==> config.mk <==
export PLATFORM = sky130hd
export DESIGN_NAME = add_seq_ctrl
export DESIGN_NICKNAME = d
export VERILOG_FILES = /design/src/rtl/add_seq_ctrl.sv
export SDC_FILE = /design/constraint.sdc
export NUM_CORES = 1
export LEC_CHECK = 0
export ABC_AREA = 1
export CORE_MARGIN = 3
export CORE_UTILIZATION = 40
export DETAILED_ROUTE_END_ITERATION = 16
export GPL_TIMING_DRIVEN = 0
export PLACE_DENSITY = 0.71
export SLEW_MARGIN = 40
export SYNTH_ARGS = -nofsm -noshare
export SYNTH_HDL_FRONTEND = slang
export SYNTH_SLANG_ARGS = --single-unit
==> constraint.sdc <==
create_clock -name clk -period 1.7 [get_ports clk]
set_clock_uncertainty 0.15 [all_clocks]
set_input_delay 0.34 -clock clk [delete_from_list [all_inputs] [get_ports clk]]
set_output_delay 0.34 -clock clk [all_outputs]
set_load 0.1 [all_outputs]
==> src/rtl/add_seq_ctrl.sv <==
// rtl/add_seq_ctrl.sv - command-driven sequencer for the 8-bit accumulate datapath
module add_seq_ctrl #(
    parameter int W            = 8,
    parameter int N_W          = 8,
    parameter int DEFAULT_STEP = 2
) (
    input  logic           clk,
    input  logic           rst_n,
    input  logic           cmd_valid,
    output logic           cmd_ready,
    input  logic [1:0]     cmd_op,
    input  logic [W-1:0]   cmd_data,
    input  logic           hold,
    input  logic           abort,
    output logic [W-1:0]   dp_a,
    output logic [W-1:0]   dp_b,
    output logic [W-1:0]   dp_step,
    output logic           cnt_clr,
    output logic           cnt_en,
    output logic           busy,
    output logic           done,
    output logic [N_W-1:0] remaining
);

    localparam logic [1:0] OP_LOAD_A   = 2'd0;
    localparam logic [1:0] OP_LOAD_B   = 2'd1;
    localparam logic [1:0] OP_SET_STEP = 2'd2;
    localparam logic [1:0] OP_RUN      = 2'd3;

    typedef enum logic [1:0] {
        S_IDLE  = 2'd0,
        S_CLEAR = 2'd1,
        S_RUN   = 2'd2,
        S_DONE  = 2'd3
    } state_t;

    state_t         state;
    logic [N_W-1:0] run_len;

    assign run_len = cmd_data[N_W-1:0];

    always_ff @(posedge clk) begin
        if (!rst_n) begin
            state     <= S_IDLE;
            dp_a      <= '0;
            dp_b      <= '0;
            dp_step   <= W'(DEFAULT_STEP);
            remaining <= '0;
        end else begin
            case (state)
                S_IDLE: begin
                    if (cmd_valid) begin
                        case (cmd_op)
                            OP_LOAD_A:   dp_a    <= cmd_data;
                            OP_LOAD_B:   dp_b    <= cmd_data;
                            OP_SET_STEP: dp_step <= cmd_data;
                            OP_RUN: begin
                                if (run_len == '0) begin
                                    state <= S_DONE;
                                end else begin
                                    remaining <= run_len;
                                    state     <= S_CLEAR;
                                end
                            end
                            default: ;
                        endcase
                    end
                end
                S_CLEAR: begin
                    if (abort) begin
                        remaining <= '0;
                        state     <= S_IDLE;
                    end else begin
                        state <= S_RUN;
                    end
                end
                S_RUN: begin
                    // abort outranks both hold and the final advance
                    if (abort) begin
                        remaining <= '0;
                        state     <= S_IDLE;
                    end else if (!hold) begin
                        if (remaining <= N_W'(1)) begin
                            remaining <= '0;
                            state     <= S_DONE;
                        end else begin
                            remaining <= remaining - N_W'(1);
                        end
                    end
                end
                S_DONE: begin
                    state <= S_IDLE;
                end
                default: begin
                    state <= S_IDLE;
                end
            endcase
        end
    end

    // Status strobes decode straight from the state register; only the advance
    // enable looks at hold/abort so a paused or cancelled cycle never advances.
    assign cmd_ready = (state == S_IDLE);
    assign busy      = (state == S_CLEAR) || (state == S_RUN);
    assign cnt_clr   = (state == S_CLEAR);
    assign done      = (state == S_DONE);
    assign cnt_en    = (state == S_RUN) && !hold && !abort;

endmodule

* Yosys cells after proc, flatten, opt, wreduce, memory -nomap -nowiden
Index checks and enable logic that the tools add are counted.
W data, S select, Z words.
** Word-level totals
- Register bits :: 34
- Bits of input ports :: 15
- Output and inout bits :: 37
- Logic and storage cells :: 49
** Operators by class
- Add/subtract/negate cells :: 1
- Magnitude comparators :: 1
- Equal/unequal tests :: 12
- Muxes and demuxes :: 16
- Reduce and logical (&&, ||, !) cells :: 14
** Operators with widths (number)
- $mux W8 :: 7
- $pmux W8 S3 :: 1
- $mux W2 :: 7
- $reduce_and A3 Y1 :: 3
- $eq A2 B2 Y1 const B :: 4
- $le A8 B1 Y1 const B :: 1
- $logic_not A8 Y1 :: 1
- $pmux W2 S4 :: 1
- $sub A8 B1 Y8 const B :: 1
- $ne A2 B2 Y1 const B :: 3
- $ne A3 B3 Y1 const B :: 2
- $reduce_and A6 Y1 :: 1
- $eq A2 B1 Y1 const B :: 2
- $logic_not A2 Y1 :: 2
- $reduce_and A4 Y1 :: 1
- $reduce_bool A3 Y1 :: 1
- $logic_and A1 B1 Y1 :: 2
- $logic_not A1 Y1 :: 2
- $ne A2 B1 Y1 const B :: 1
- $logic_or A1 B1 Y1 :: 1

* Logic depth before layout (Yosys ltp)
Gate-level depths: netlist of run 1.
- Depth after elaboration :: 5
- Depth in mapped cells :: 9
- Depth with buffers taken out :: 9

* Worst setup path before layout of run 1
OpenSTA, ideal clock, no wires.
- Path kind :: reg-to-reg
- Start :: register state[0]
- End :: register dp_step[5]
- Library setup time :: 0.071 ns
- Arrival time :: 2.167 ns
- Required time :: 1.479 ns
- Setup slack :: -0.688 ns
- Cell stages (with the launch flop) :: 8
- Buffers on the path :: 1
- Clock period less this slack :: 2.388 ns
- Cells stage by stage :: dfxtp_1 inv_1 ha_1 nand2_1 nor3_2 buf_2 o21ai_0 a21oi_1
** On the way
- Longest elaborated chain between the ends :: 2
** RTL lines
- from (decl) :: line 37 : state_t state;
- from (signal assigned) :: line 44 : state <= S_IDLE;
- from (signal assigned) :: line 59 : state <= S_DONE;
- from (signal assigned) :: line 62 : state <= S_CLEAR;
- $logic_not A2 Y1
- net cmd_ready :: line 10 : output logic cmd_ready,
- $reduce_and A3 Y1 (no source line)
- to (signal assigned) :: line 47 : dp_step <= W'(DEFAULT_STEP);
- to (signal assigned) :: line 56 : OP_SET_STEP: dp_step <= cmd_data;
- to (decl) :: line 17 : output logic [W-1:0] dp_step,
The timed path passes the listed nets, and every way through them passes these cells.
A chain may end at the register's enable or synchronous reset.

* Worst setup path in the final report of run 1
- Start :: register state[0]
- End :: output port cnt_en
** On the way
- Longest elaborated chain between the ends :: 3
** RTL lines
- $eq A2 B2 Y1 :: line 107 : assign cnt_en = (state == S_RUN) && !hold && !abort;
- $logic_and A1 B1 Y1 (2 in series) :: line 107
- to (decl) :: line 19 : output logic cnt_en,
No other way between the ends.

==> impl_metrics.sql, run 1 <==
INSERT INTO impl_metrics (metric_group, metric, value, unit) VALUES
('outcome', 'run_status', 'finished, violations left', ''),
('outcome', 'failed_checks', 'negative setup slack', ''),
('clocking', 'cts-htree-levels', '2', ''),
('finish', 'drive_above_1_share', '30.6', '%'),
('setup_path', 'worst_setup_path_endpoint', 'cnt_en', ''),
('die', 'die_y', '70.7', 'um'),
('logic_synthesis', 'synth_seq_area_share', '40.6', '%'),
('sta', 'timing_worst_slew_pin_value', '0.518', 'ns'),
('finish', 'net_total_in_the_final_layout', '334', ''),
('setup_path', 'cp-start-kind', 'flip-flop', ''),
('die', 'die_width', '70.7', 'um'),
('die', 'initial_core_util', '43.5', '%'),
('hold_path', 'hold_path_class', 'input pin to flip-flop', ''),
('power_and_ir_drop', 'power.density', '2190', 'nW/um2'),
('clocking', 'root_buffer', 'sky130_fd_sc_hd__clkbuf_8', ''),
('setup_path', 'cp_data_arrival_time', '1.27', 'ns'),
('placement', 'gpl.final_weighted_congestion', '0.768', ''),
('placement', 'dpl.hpwl', '3230', 'um'),
('die', 'number_of_rows_in_the_core_area', '22', ''),
('finish', 'layout.cells.most_common', 'sky130_fd_sc_hd__nor2_1', ''),
('logic_synthesis', 'yosys.cell_types.count', '23', ''),
('sta', 'setup_total_negative_slack', '-0.0588', 'ns'),
('logic_synthesis', 'netlist_area', '1680', 'um2'),
('setup_path', 'r2r_setup_slack', '0.06', 'ns'),
('grt', 'pin_count_of_the_biggest_net_entering_global_routing', '12', ''),
('setup_path', 'critical_path_required', '1.21', 'ns'),
('logic_synthesis', 'syn_area_per_cell', '6.90', 'um2'),
('grt', 'global_route.overflow_total', '0', ''),
('finish', 'antenna_cells_inserted', '0', ''),
('setup_path', 'critPathKind', 'flip-flop to output pin', ''),
('route', 'drc', '0', ''),
('power_and_ir_drop', 'ir_worst_vdd', '0.922', 'mV'),
('sta', 'fin_crit', '1.76', 'ns'),
('placement', 'place_inst', '342', ''),
('die', 'core-area', '3850', 'um2'),
('clocking', 'insertion_delay', '0.29', 'ns'),
('die', 'fp.dieArea', '5000', 'um2'),
('sta', 'worst_hold_slack', '0.307', 'ns'),
('power_and_ir_drop', 'leakagePower', '0.00125', 'uW'),
('sta', 'rsz0062_at_grt', 'yes', ''),
('finish', 'area.growth.synth_to_final', '47.6', '%'),
('clocking', 'clk_pin_slew', '0.07', 'ns'),
('logic_synthesis', 'synthesis.nets', '264', ''),
('route', 'drt-pass1-iter-count', '4', ''),
('die', 'io-pin-count', '52', ''),
('clocking', 'clockBufferDepth', '2', ''),
('grt', 'grtUsageTotal', '18.3', '%'),
('grt', 'grt_pass1_wl', '7410', 'um'),
('grt', 'antenna_found_initial', '0', ''),
('logic_synthesis', 'synth-seq-cells', '34', ''),
('clocking', 'clkSinkCount', '34', ''),
('setup_path', 'worst_setup_path_startpoint', 'state[0]$_SDFFE_PN0P_', ''),
('finish', 'commonest_cells_after_routing_fill_and_taps_aside', 'sky130_fd_sc_hd__nor2_1, sky130_fd_sc_hd__nand2_1, sky130_fd_sc_hd__buf_2', ''),
('route', 'via_per_inst', '4.84', ''),
('sta', 'worst_slew_margin_rel', '65.4', '%'),
('route', 'drtAntennaViolNets', '0', ''),
('sta', 'hold_violation_count_in_the_final_report', '0', ''),
('run', 'max_cap_viols', '0', ''),
('clocking', 'clock_tree_from_tritoncts', 'yes', ''),
('route', 'via_count', '1751', ''),
('logic_synthesis', 'synthCells', '243', ''),
('setup_path', 'timing.critical_path.to_type', 'output pin', ''),
('sta', 'crit_path_setup_slack_layout', '-0.0588', 'ns'),
('sta', 'timing.final.max_slew_violations', '0', ''),
('setup_path', 'rr_worst_depth', '10', ''),
('sta', 'finalCritPeriodShare', '103', '%'),
('clocking', 'cts-buffers-inserted', '5', ''),
('sta', 'final-setup-viol-count', '1', ''),
('route', 'totalWireLength', '4670', 'um'),
('setup_path', 'cp_slowest_cell', 'sky130_fd_sc_hd__dfxtp_4', ''),
('route', 'route.detailed.wl_per_inst', '12.9', 'um'),
('setup_path', 'path_cells', 'inv_4 > ha_4 > nand2_8 > nor2_4 > buf_12', ''),
('logic_synthesis', 'yosysWarnings', '0', ''),
('setup_path', 'cpPeakStageDelay', '0.37', 'ns'),
('setup_path', 'worst_r2r_endpoint', 'state[1]$_SDFFE_PN0P_', ''),
('route', 'drt_iter0_drc', '79', ''),
('finish', 'post_layout_nonfiller_instances', '362', ''),
('setup_path', 'ff_to_ff_start', 'state[0]$_SDFFE_PN0P_', ''),
('placement', 'io_buffer_count', '51', ''),
('grt', 'first_global_vias', '1595', ''),
('setup_path', 'crit_fanout', '3', ''),
('sta', 'achievable_freq', '569', 'MHz');
==> worst max-delay path, delay by kind of cell, from the launching register on <==
kind / cells / cell delay [ns]
fa+ha+maj: 1 / 0.16
flops: 1 / 0.37
buf+inv: 2 / 0.27
simple gates: 2 / 0.18
==> repair_timing <==
action	in CTS	in global routing
setup endpoints to repair	15	15
resized for setup	16	19
pin swaps	2	7
buffers inserted	0	12
hold buffers	0	0
==> worst min-delay path by stage <==
| stage | startpoint | end | slack, ns | depth (start not counted) |
|---|---|---|---|---|
| 2_1_floorplan | cmd_data[1] | dp_step[1]$_SDFFE_PN1P_ | 0.32 | 2 |
| 6_report | cmd_data[0] | dp_step[0]$_SDFFE_PN0P_ | 0.31 | 3 |
| 5_1_grt | dp_step[1]$_SDFFE_PN1P_ | dp_step[1]$_SDFFE_PN1P_ | 0.34 | 2 |
| 4_1_cts | dp_step[1]$_SDFFE_PN1P_ | dp_step[1]$_SDFFE_PN1P_ | 0.32 | 2 |
| 3_3_place_gp | dp_step[1]$_SDFFE_PN1P_ | dp_step[1]$_SDFFE_PN1P_ | 0.31 | 2 |
| 3_5_place_dp | dp_step[1]$_SDFFE_PN1P_ | dp_step[1]$_SDFFE_PN1P_ | 0.31 | 2 |
==> synth_stat cells <==
cell,n,share of area (%)
sky130_fd_sc_hd__nor2_1,57,13
sky130_fd_sc_hd__nand2_1,45,10
sky130_fd_sc_hd__dfxtp_1,34,41
sky130_fd_sc_hd__inv_1,27,6.0
sky130_fd_sc_hd__o21ai_0,26,7.8
sky130_fd_sc_hd__a21oi_1,17,5.1
sky130_fd_sc_hd__nand4_1,8,3.0
sky130_fd_sc_hd__ha_1,6,4.5
sky130_fd_sc_hd__nand3_1,4,1.2
sky130_fd_sc_hd__xor2_1,3,1.6
sky130_fd_sc_hd__buf_2,2,0.60
sky130_fd_sc_hd__clkbuf_1,2,0.45
sky130_fd_sc_hd__nor3_2,2,1.2
sky130_fd_sc_hd__buf_1,1,0.22
sky130_fd_sc_hd__buf_4,1,0.45
sky130_fd_sc_hd__nand2_2,1,0.37
sky130_fd_sc_hd__nand3_4,1,1.0
sky130_fd_sc_hd__nor2_2,1,0.37
sky130_fd_sc_hd__nor2_8,1,1.2
sky130_fd_sc_hd__nor3_1,1,0.30
sky130_fd_sc_hd__nor3b_1,1,0.45
sky130_fd_sc_hd__o21ai_1,1,0.30
sky130_fd_sc_hd__xnor2_1,1,0.52
==> area by class of cell <==
type	instances	area, um2
well taps	48	60.1
multi-input cells	176	997
plain buffers	6	41.3
flip-flops and latches	34	703
clock inverters	2	12.5
clock buffers	6	82.6
inverters	27	111
repair buffers	63	467
fillers	347	1380
==> registers in the layout, summed over array words and instances, names as in the netlist <==
signal and count:
dp_a 8, dp_b 8, dp_step 8, remaining 8, state 2
==> stage by stage <==
stage | instance area [um2] | utilization (%) | setup WS, ns | total power (uW)
2_1_floorplan | 1790 | - | -0.00410 | 3950
3_3_place_gp | 2360 | 61.2 | -1.00 | 4560
3_5_place_dp | 2170 | 56.4 | -0.332 | 4370
4_1_cts | 2310 | 60.0 | -0.0934 | 5170
5_1_grt | 2470 | 64.2 | -0.109 | 5750
6_report | 2470 | 64.2 | -0.0588 | 5410
==> report_power, final <==
part / internal [uW] / switching, uW
clock: 326 / 318
sequential: 1010 / 173
combinational: 990 / 2600
==> cells by family (layout without fill, tap and decap cells) <==
| group | count (synthesis) | count (layout) | synth area share, % |
|---|---|---|---|
| AND/OR/NAND/NOR | 122 | 122 | 31.9 |
| AO/OA/AOI/OAI | 44 | 44 | 13.1 |
| flip-flops | 34 | 34 | 40.6 |
| buffers and inverters | 33 | 104 | 7.76 |
| adder cells (fa/ha/maj) | 6 | 6 | 4.48 |
| XOR/XNOR | 4 | 4 | 2.09 |
==> metal layers <==
layer | wire length (um) | share of wire, % | GRT usage [%]
met1 | 2100 | 45 | 23.6
met2 | 2210 | 47 | 28.9
met3 | 301 | 6.5 | 6.68
met4 | 50 | 1.1 | 4.80
met5 | 0 | 0 | 0
Note: power is estimated with default switching activity, not from simulation.
==> run 2, diff against run 1 <==
- GPL_TIMING_DRIVEN: 0 -> unset
- PLACE_DENSITY: 0.71 -> 0.79
- SKIP_CTS_REPAIR_TIMING: unset -> 1
==> run 2 against run 1 <==
The run still ends with negative setup slack left. Sequential power up 7%. First-iteration DRC count increased to 2.8 times the previous value. Setup slack worse by 0.027 ns. Core utilization grew 19 points. Total power is 22% higher. Cell count up 5.2%. Clock-buffer cell count unchanged. Sequential cell count did not move. Wire length grew 26%. Non-clock buffer count grew 15. Worst hold slack better by 0.070 ns. Global-route usage is 2.4 points higher.
==> impl_metrics.sql, run 2 (synthesis gave the netlist of run 1 again) <==
INSERT INTO impl_metrics (metric_group, metric, value, unit) VALUES
('route', 'route.detailed.wl_per_inst', '15.4', 'um'),
('setup_path', 'critical_path_required', '1.76', 'ns'),
('grt', 'antenna_found_initial', '0', ''),
('setup_path', 'rr_worst_depth', '10', ''),
('clocking', 'cts-htree-levels', '2', ''),
('clocking', 'clk_pin_slew', '0.07', 'ns'),
('hold_path', 'min_to', 'dp_b[0]$_SDFFE_PN0P_', ''),
('die', 'initial_core_util', '43.5', '%'),
('clocking', 'clockBufferDepth', '2', ''),
('route', 'drc', '0', ''),
('finish', 'area.growth.synth_to_final', '91.7', '%'),
('finish', 'commonest_cells_after_routing_fill_and_taps_aside', 'sky130_fd_sc_hd__nor2_1, sky130_fd_sc_hd__nand2_1, sky130_fd_sc_hd__buf_12', ''),
('die', 'die_width', '70.7', 'um'),
('route', 'via_per_inst', '5.35', ''),
('run', 'max_cap_viols', '0', ''),
('die', 'io-pin-count', '52', ''),
('sta', 'achievable_freq', '560', 'MHz'),
('sta', 'finalCritPeriodShare', '105', '%'),
('clocking', 'insertion_delay', '0.30', 'ns'),
('power_and_ir_drop', 'leakagePower', '0.00148', 'uW'),
('setup_path', 'cp_data_arrival_time', '1.84', 'ns'),
('setup_path', 'timing.critical_path.to_type', 'flip-flop', ''),
('clocking', 'clock_tree_from_tritoncts', 'yes', ''),
('sta', 'timing.final.max_slew_violations', '0', ''),
('finish', 'drive_above_1_share', '36.0', '%'),
('finish', 'antenna_cells_inserted', '0', ''),
('hold_path', 'worstHoldStart', 'dp_b[0]$_SDFFE_PN0P_', ''),
('die', 'die_y', '70.7', 'um'),
('die', 'fp.dieArea', '5000', 'um2'),
('setup_path', 'cp-start-kind', 'flip-flop', ''),
('hold_path', 'hold_path_class', 'flip-flop to flip-flop', ''),
('sta', 'worst_hold_slack', '0.377', 'ns'),
('setup_path', 'ff_to_ff_start', 'state[0]$_SDFFE_PN0P_', ''),
('setup_path', 'critPathKind', 'flip-flop to flip-flop', ''),
('placement', 'gpl.final_weighted_congestion', '0.842', ''),
('clocking', 'root_buffer', 'sky130_fd_sc_hd__clkbuf_8', ''),
('placement', 'dpl.hpwl', '3780', 'um'),
('sta', 'rsz0062_at_grt', 'yes', ''),
('power_and_ir_drop', 'ir_worst_vdd', '1.23', 'mV'),
('finish', 'layout.cells.most_common', 'sky130_fd_sc_hd__nor2_1', ''),
('die', 'core-area', '3850', 'um2'),
('sta', 'worst_slew_margin_rel', '79.1', '%'),
('setup_path', 'r2r_setup_slack', '-0.09', 'ns'),
('sta', 'crit_path_setup_slack_layout', '-0.0855', 'ns'),
('grt', 'first_global_vias', '1874', ''),
('finish', 'layout.core_utilization', '83.4', '%'),
('route', 'drtAntennaViolNets', '0', ''),
('grt', 'grtUsageTotal', '20.7', '%'),
('route', 'drt_iter0_drc', '218', ''),
('placement', 'io_buffer_count', '51', ''),
('finish', 'fillers', '189', ''),
('hold_path', 'min_path_cells', '2', ''),
('finish', 'net_total_in_the_final_layout', '353', ''),
('setup_path', 'worst_r2r_endpoint', 'remaining[7]$_SDFFE_PN0P_', ''),
('sta', 'timing_worst_slew_pin_value', '0.312', 'ns'),
('sta', 'final-setup-viol-count', '8', ''),
('clocking', 'clkSinkCount', '34', ''),
('sta', 'hold_violation_count_in_the_final_report', '0', ''),
('outcome', 'run_status', 'finished, violations left', ''),
('route', 'totalWireLength', '5870', 'um'),
('clocking', 'cts-buffers-inserted', '5', ''),
('outcome', 'failed_checks', 'negative setup slack', ''),
('grt', 'global_route.overflow_total', '0', ''),
('power_and_ir_drop', 'power.density', '2060', 'nW/um2'),
('setup_path', 'crit_fanout', '6', ''),
('route', 'via_count', '2040', ''),
('route', 'drt-pass1-iter-count', '4', ''),
('sta', 'fin_crit', '1.79', 'ns'),
('grt', 'grt_pass1_wl', '8340', 'um'),
('die', 'number_of_rows_in_the_core_area', '22', ''),
('grt', 'pin_count_of_the_biggest_net_entering_global_routing', '35', '');
[run 2: critical path, cell delays in order (launching register included)]
cell and delay, ns:
sky130_fd_sc_hd__dfxtp_2 0.34, sky130_fd_sc_hd__inv_2 0.05, sky130_fd_sc_hd__buf_4 0.14, sky130_fd_sc_hd__ha_4 0.20
sky130_fd_sc_hd__nand2_2 0.10, sky130_fd_sc_hd__nand2_4 0.09, sky130_fd_sc_hd__nor2_8 0.19, sky130_fd_sc_hd__nand3_4 0.12
sky130_fd_sc_hd__nand2_1 0.09, sky130_fd_sc_hd__nand2_1 0.07, sky130_fd_sc_hd__a21oi_1 0.16
[run 2: worst max-delay path by stage]
stage / slack [ns] / endpoint / start
3_3_place_gp: -0.16 / remaining[7]$_SDFFE_PN0P_ / abort
3_5_place_dp: -0.21 / remaining[7]$_SDFFE_PN0P_ / abort
2_1_floorplan: -0.004 / dp_step[5]$_SDFFE_PN0P_ / state[0]$_SDFFE_PN0P_
6_report: -0.09 / remaining[7]$_SDFFE_PN0P_ / state[0]$_SDFFE_PN0P_
4_1_cts: -0.16 / cnt_en / state[0]$_SDFFE_PN0P_
5_1_grt: -0.13 / remaining[7]$_SDFFE_PN0P_ / state[0]$_SDFFE_PN0P_
[run 2: cell type report]
type / instances / area [um2] / area share [%]
Clock inverter: 2 / 38.8 / 1.21
Timing Repair Buffer: 84 / 1170 / 36.3
Multi-Input combinational cell: 179 / 1040 / 32.3
Sequential cell: 34 / 698 / 21.7
Inverter: 27 / 109 / 3.39
Tap cell: 48 / 60.1 / 1.87
Timing Repair inverter: 1 / 7.51 / 0.234
Clock buffer: 6 / 93.8 / 2.92
[run 2: power breakdown]
group	internal [uW]	leakage (uW)	switching [uW]
logic	1700	0.00113	2820
clock network	528	0.0000665	312
registers	1000	0.000283	255
[run 2: metrics by stage]
stage	instance area [um2]	total power [uW]	std cells	TNS [ns]	setup slack, ns
final	3210	6620	381	-0.359	-0.0855
after global routing	3210	6900	381	-1.01	-0.132
after CTS	2990	6110	363	-0.228	-0.161
after detailed placement	2850	5260	355	-3.81	-0.212
after global placement	2850	5170	355	-2.17	-0.157
after floorplan	1790	3950	243	-0.00820	-0.00410
[run 2: metal layers]
metal | share of wire (%) | wire length [um] | vias up | global-route usage (%)
li1 | - | - | 962 | -
met1 | 37 | 2200 | 949 | 23.3
met2 | 50 | 2910 | 101 | 35.7
met3 | 9.3 | 543 | 28 | 8.24
met4 | 3.7 | 215 | 0 | 6.68
met5 | 0 | 0 | - | 0
==> run 3, diff against run 2 <==
- ABC_CLOCK_PERIOD_IN_PS: unset -> 1700
- CELL_PAD_IN_SITES_DETAIL_PLACEMENT: unset -> 1
- CELL_PAD_IN_SITES_GLOBAL_PLACEMENT: unset -> 1
- CORE_UTILIZATION: 40 -> 32
- PLACE_DENSITY: 0.79 -> 0.88
==> run 3 against run 2 <==
Setup slack worse by 0.077 ns. Clock-buffer cell count stayed put. Non-clock buffer count is 4 higher. Combinational power is 5.1% higher. Cell count is 5.8% higher. Clock power is 6.9% higher. Core utilization is 16 points lower. Die area is 23% higher. The flow still finishes with violations (negative setup slack).
==> impl_metrics.sql, run 3 (synthesis gave the netlist of run 1 again) <==
INSERT INTO impl_metrics (metric_group, metric, value, unit) VALUES
('outcome', 'run_status', 'finished, violations left', ''),
('outcome', 'failed_checks', 'negative setup slack', ''),
('die', 'die_y', '78.4', 'um'),
('die', 'core-area', '4880', 'um2'),
('sta', 'worst_hold_slack', '0.383', 'ns'),
('clocking', 'clkSinkCount', '34', ''),
('setup_path', 'cpPeakStageDelay', '0.43', 'ns'),
('hold_path', 'min_to', 'state[0]$_SDFFE_PN0P_', ''),
('grt', 'global_route.overflow_total', '0', ''),
('placement', 'gpl.final_weighted_congestion', '0.853', ''),
('die', 'number_of_rows_in_the_core_area', '25', ''),
('setup_path', 'critical_path_required', '1.76', 'ns'),
('finish', 'fillers', '547', ''),
('finish', 'post_layout_nonfiller_instances', '403', ''),
('grt', 'grt_pass1_wl', '12700', 'um'),
('sta', 'hold_violation_count_in_the_final_report', '0', ''),
('route', 'drt_iter0_drc', '201', ''),
('finish', 'layout.cells.most_common', 'sky130_fd_sc_hd__nor2_1', ''),
('route', 'drt-pass1-iter-count', '4', ''),
('setup_path', 'crit_fanout', '8', ''),
('setup_path', 'rr_worst_depth', '8', ''),
('finish', 'drive_above_1_share', '38.7', '%'),
('die', 'fp.dieArea', '6140', 'um2'),
('sta', 'final-setup-viol-count', '31', ''),
('route', 'via_count', '2198', ''),
('placement', 'place_inst', '377', ''),
('route', 'drc', '0', ''),
('run', 'max_cap_viols', '0', ''),
('route', 'totalWireLength', '9590', 'um'),
('setup_path', 'r2r_setup_slack', '-0.15', 'ns'),
('hold_path', 'worstHoldStart', 'state[0]$_SDFFE_PN0P_', ''),
('setup_path', 'cp_data_arrival_time', '1.92', 'ns'),
('power_and_ir_drop', 'ir_worst_vdd', '1.14', 'mV'),
('grt', 'grtUsageTotal', '27.1', '%'),
('sta', 'achievable_freq', '537', 'MHz'),
('clocking', 'cts-buffers-inserted', '5', ''),
('finish', 'commonest_cells_after_routing_fill_and_taps_aside', 'sky130_fd_sc_hd__nor2_1, sky130_fd_sc_hd__nand2_1, sky130_fd_sc_hd__buf_12', ''),
('sta', 'finalCritPeriodShare', '110', '%'),
('finish', 'area.growth.synth_to_final', '95.8', '%'),
('setup_path', 'path_cells', 'clkdlybuf4s50_1 > nor2_1 > nand2_1 > nor2_1 > nand2_4 > buf_4 > nand4_1 > nor2_1 > nor2_1', ''),
('sta', 'fin_crit', '1.86', 'ns'),
('power_and_ir_drop', 'power.density', '2110', 'nW/um2'),
('placement', 'io_buffer_count', '51', ''),
('clocking', 'clock_tree_from_tritoncts', 'yes', ''),
('sta', 'worst_slew_margin_rel', '79.0', '%'),
('clocking', 'insertion_delay', '0.30', 'ns'),
('setup_path', 'timing.critical_path.to_type', 'flip-flop', ''),
('placement', 'dp_worst_setup_slack', '-0.302', 'ns'),
('die', 'initial_core_util', '34.4', '%'),
('finish', 'regArea', '701', 'um2'),
('power_and_ir_drop', 'p_total', '6930', 'uW'),
('die', 'io-pin-count', '52', ''),
('route', 'via_per_inst', '5.45', ''),
('clocking', 'clockBufferDepth', '2', ''),
('setup_path', 'worst_r2r_endpoint', 'remaining[0]$_SDFFE_PN0P_', ''),
('power_and_ir_drop', 'leakagePower', '0.00151', 'uW'),
('finish', 'net_total_in_the_final_layout', '356', ''),
('finish', 'total_area_of_multi_input_combinational_cells', '1050', 'um2'),
('grt', 'pin_count_of_the_biggest_net_entering_global_routing', '35', ''),
('sta', 'rsz0062_at_grt', 'yes', ''),
('grt', 'antenna_found_initial', '0', ''),
('setup_path', 'cp-start-kind', 'input pin', ''),
('route', 'drtAntennaViolNets', '0', ''),
('clocking', 'cts-htree-levels', '2', ''),
('setup_path', 'crit_family', 'simple AND/OR/NAND/NOR gates', ''),
('finish', 'antenna_cells_inserted', '0', ''),
('sta', 'crit_path_setup_slack_layout', '-0.163', 'ns'),
('placement', 'dpl.hpwl', '4990', 'um'),
('sta', 'timing_worst_slew_pin_value', '0.312', 'ns'),
('die', 'die_width', '78.4', 'um'),
('clocking', 'root_buffer', 'sky130_fd_sc_hd__clkbuf_8', ''),
('clocking', 'clk_pin_slew', '0.09', 'ns'),
('setup_path', 'critPathKind', 'input pin to flip-flop', ''),
('sta', 'timing.final.max_slew_violations', '0', ''),
('hold_path', 'min_path_cells', '2', ''),
('setup_path', 'ff_to_ff_start', 'state[1]$_SDFFE_PN0P_', ''),
('route', 'route.detailed.wl_per_inst', '23.8', 'um'),
('sta', 'setup_total_negative_slack', '-1.88', 'ns'),
('setup_path', 'cp_num_buf_inv', '2', ''),
('hold_path', 'hold_path_class', 'flip-flop to flip-flop', ''),
('setup_path', 'cp_slowest_cell', 'sky130_fd_sc_hd__clkdlybuf4s50_1', ''),
('grt', 'first_global_vias', '2321', ''),
('setup_path', 'crit_path_frequent_cell', 'sky130_fd_sc_hd__nor2_1', '');
-- run 3: metal layers --
layer / track usage [%] / wire (um)
met1: 28.7 / 3700
met2: 49.3 / 4890
met3: 6.77 / 577
met4: 13.6 / 432
met5: 0 / 0
-- run 3: layout make-up --
class | instances | share of cell area [%]
Timing Repair Buffer | 88 | 36.4
Timing Repair inverter | 1 | 0.229
Tap cell | 67 | 2.55
Clock buffer | 6 | 2.86
Sequential cell | 34 | 21.3
Inverter | 27 | 3.39
Clock inverter | 2 | 1.18
Multi-Input combinational cell | 178 | 32.1
-- run 3: tightest hold or removal path: stages (launching register included) --
cell and delay (ns):
sky130_fd_sc_hd__dfxtp_2 0.34, sky130_fd_sc_hd__inv_4 0.08, sky130_fd_sc_hd__a21oi_1 0.07
-- run 3: stage by stage --
step / cell area, um2 / utilization [%]
finish: 3280 / 67.3
global route: 3280 / 67.3
CTS: 3030 / 62.2
detailed placement: 2900 / 59.4
global placement: 2900 / 59.4
floorplan: 1790 / -
-- run 3: power breakdown --
part	switching, uW	leakage (uW)	internal [uW]
logic	3080	0.00116	1670
registers	272	0.000283	1010
clock network	369	0.0000665	530
total	3720	0.00151	3210
-- run 3: how the worst max path moves through the flow --
stage / from / to / slack [ns] / depth (start not counted)
6_report: cmd_data[7] / remaining[0]$_SDFFE_PN0P_ / -0.16 / 9
5_1_grt: cmd_data[7] / remaining[0]$_SDFFE_PN0P_ / -0.21 / 9
4_1_cts: state[0]$_SDFFE_PN0P_ / cnt_en / -0.21 / 6
3_5_place_dp: abort / state[1]$_SDFFE_PN0P_ / -0.30 / 9
3_3_place_gp: abort / remaining[3]$_SDFFE_PN0P_ / -0.18 / 10
2_1_floorplan: state[0]$_SDFFE_PN0P_ / dp_step[5]$_SDFFE_PN0P_ / -0.004 / 7
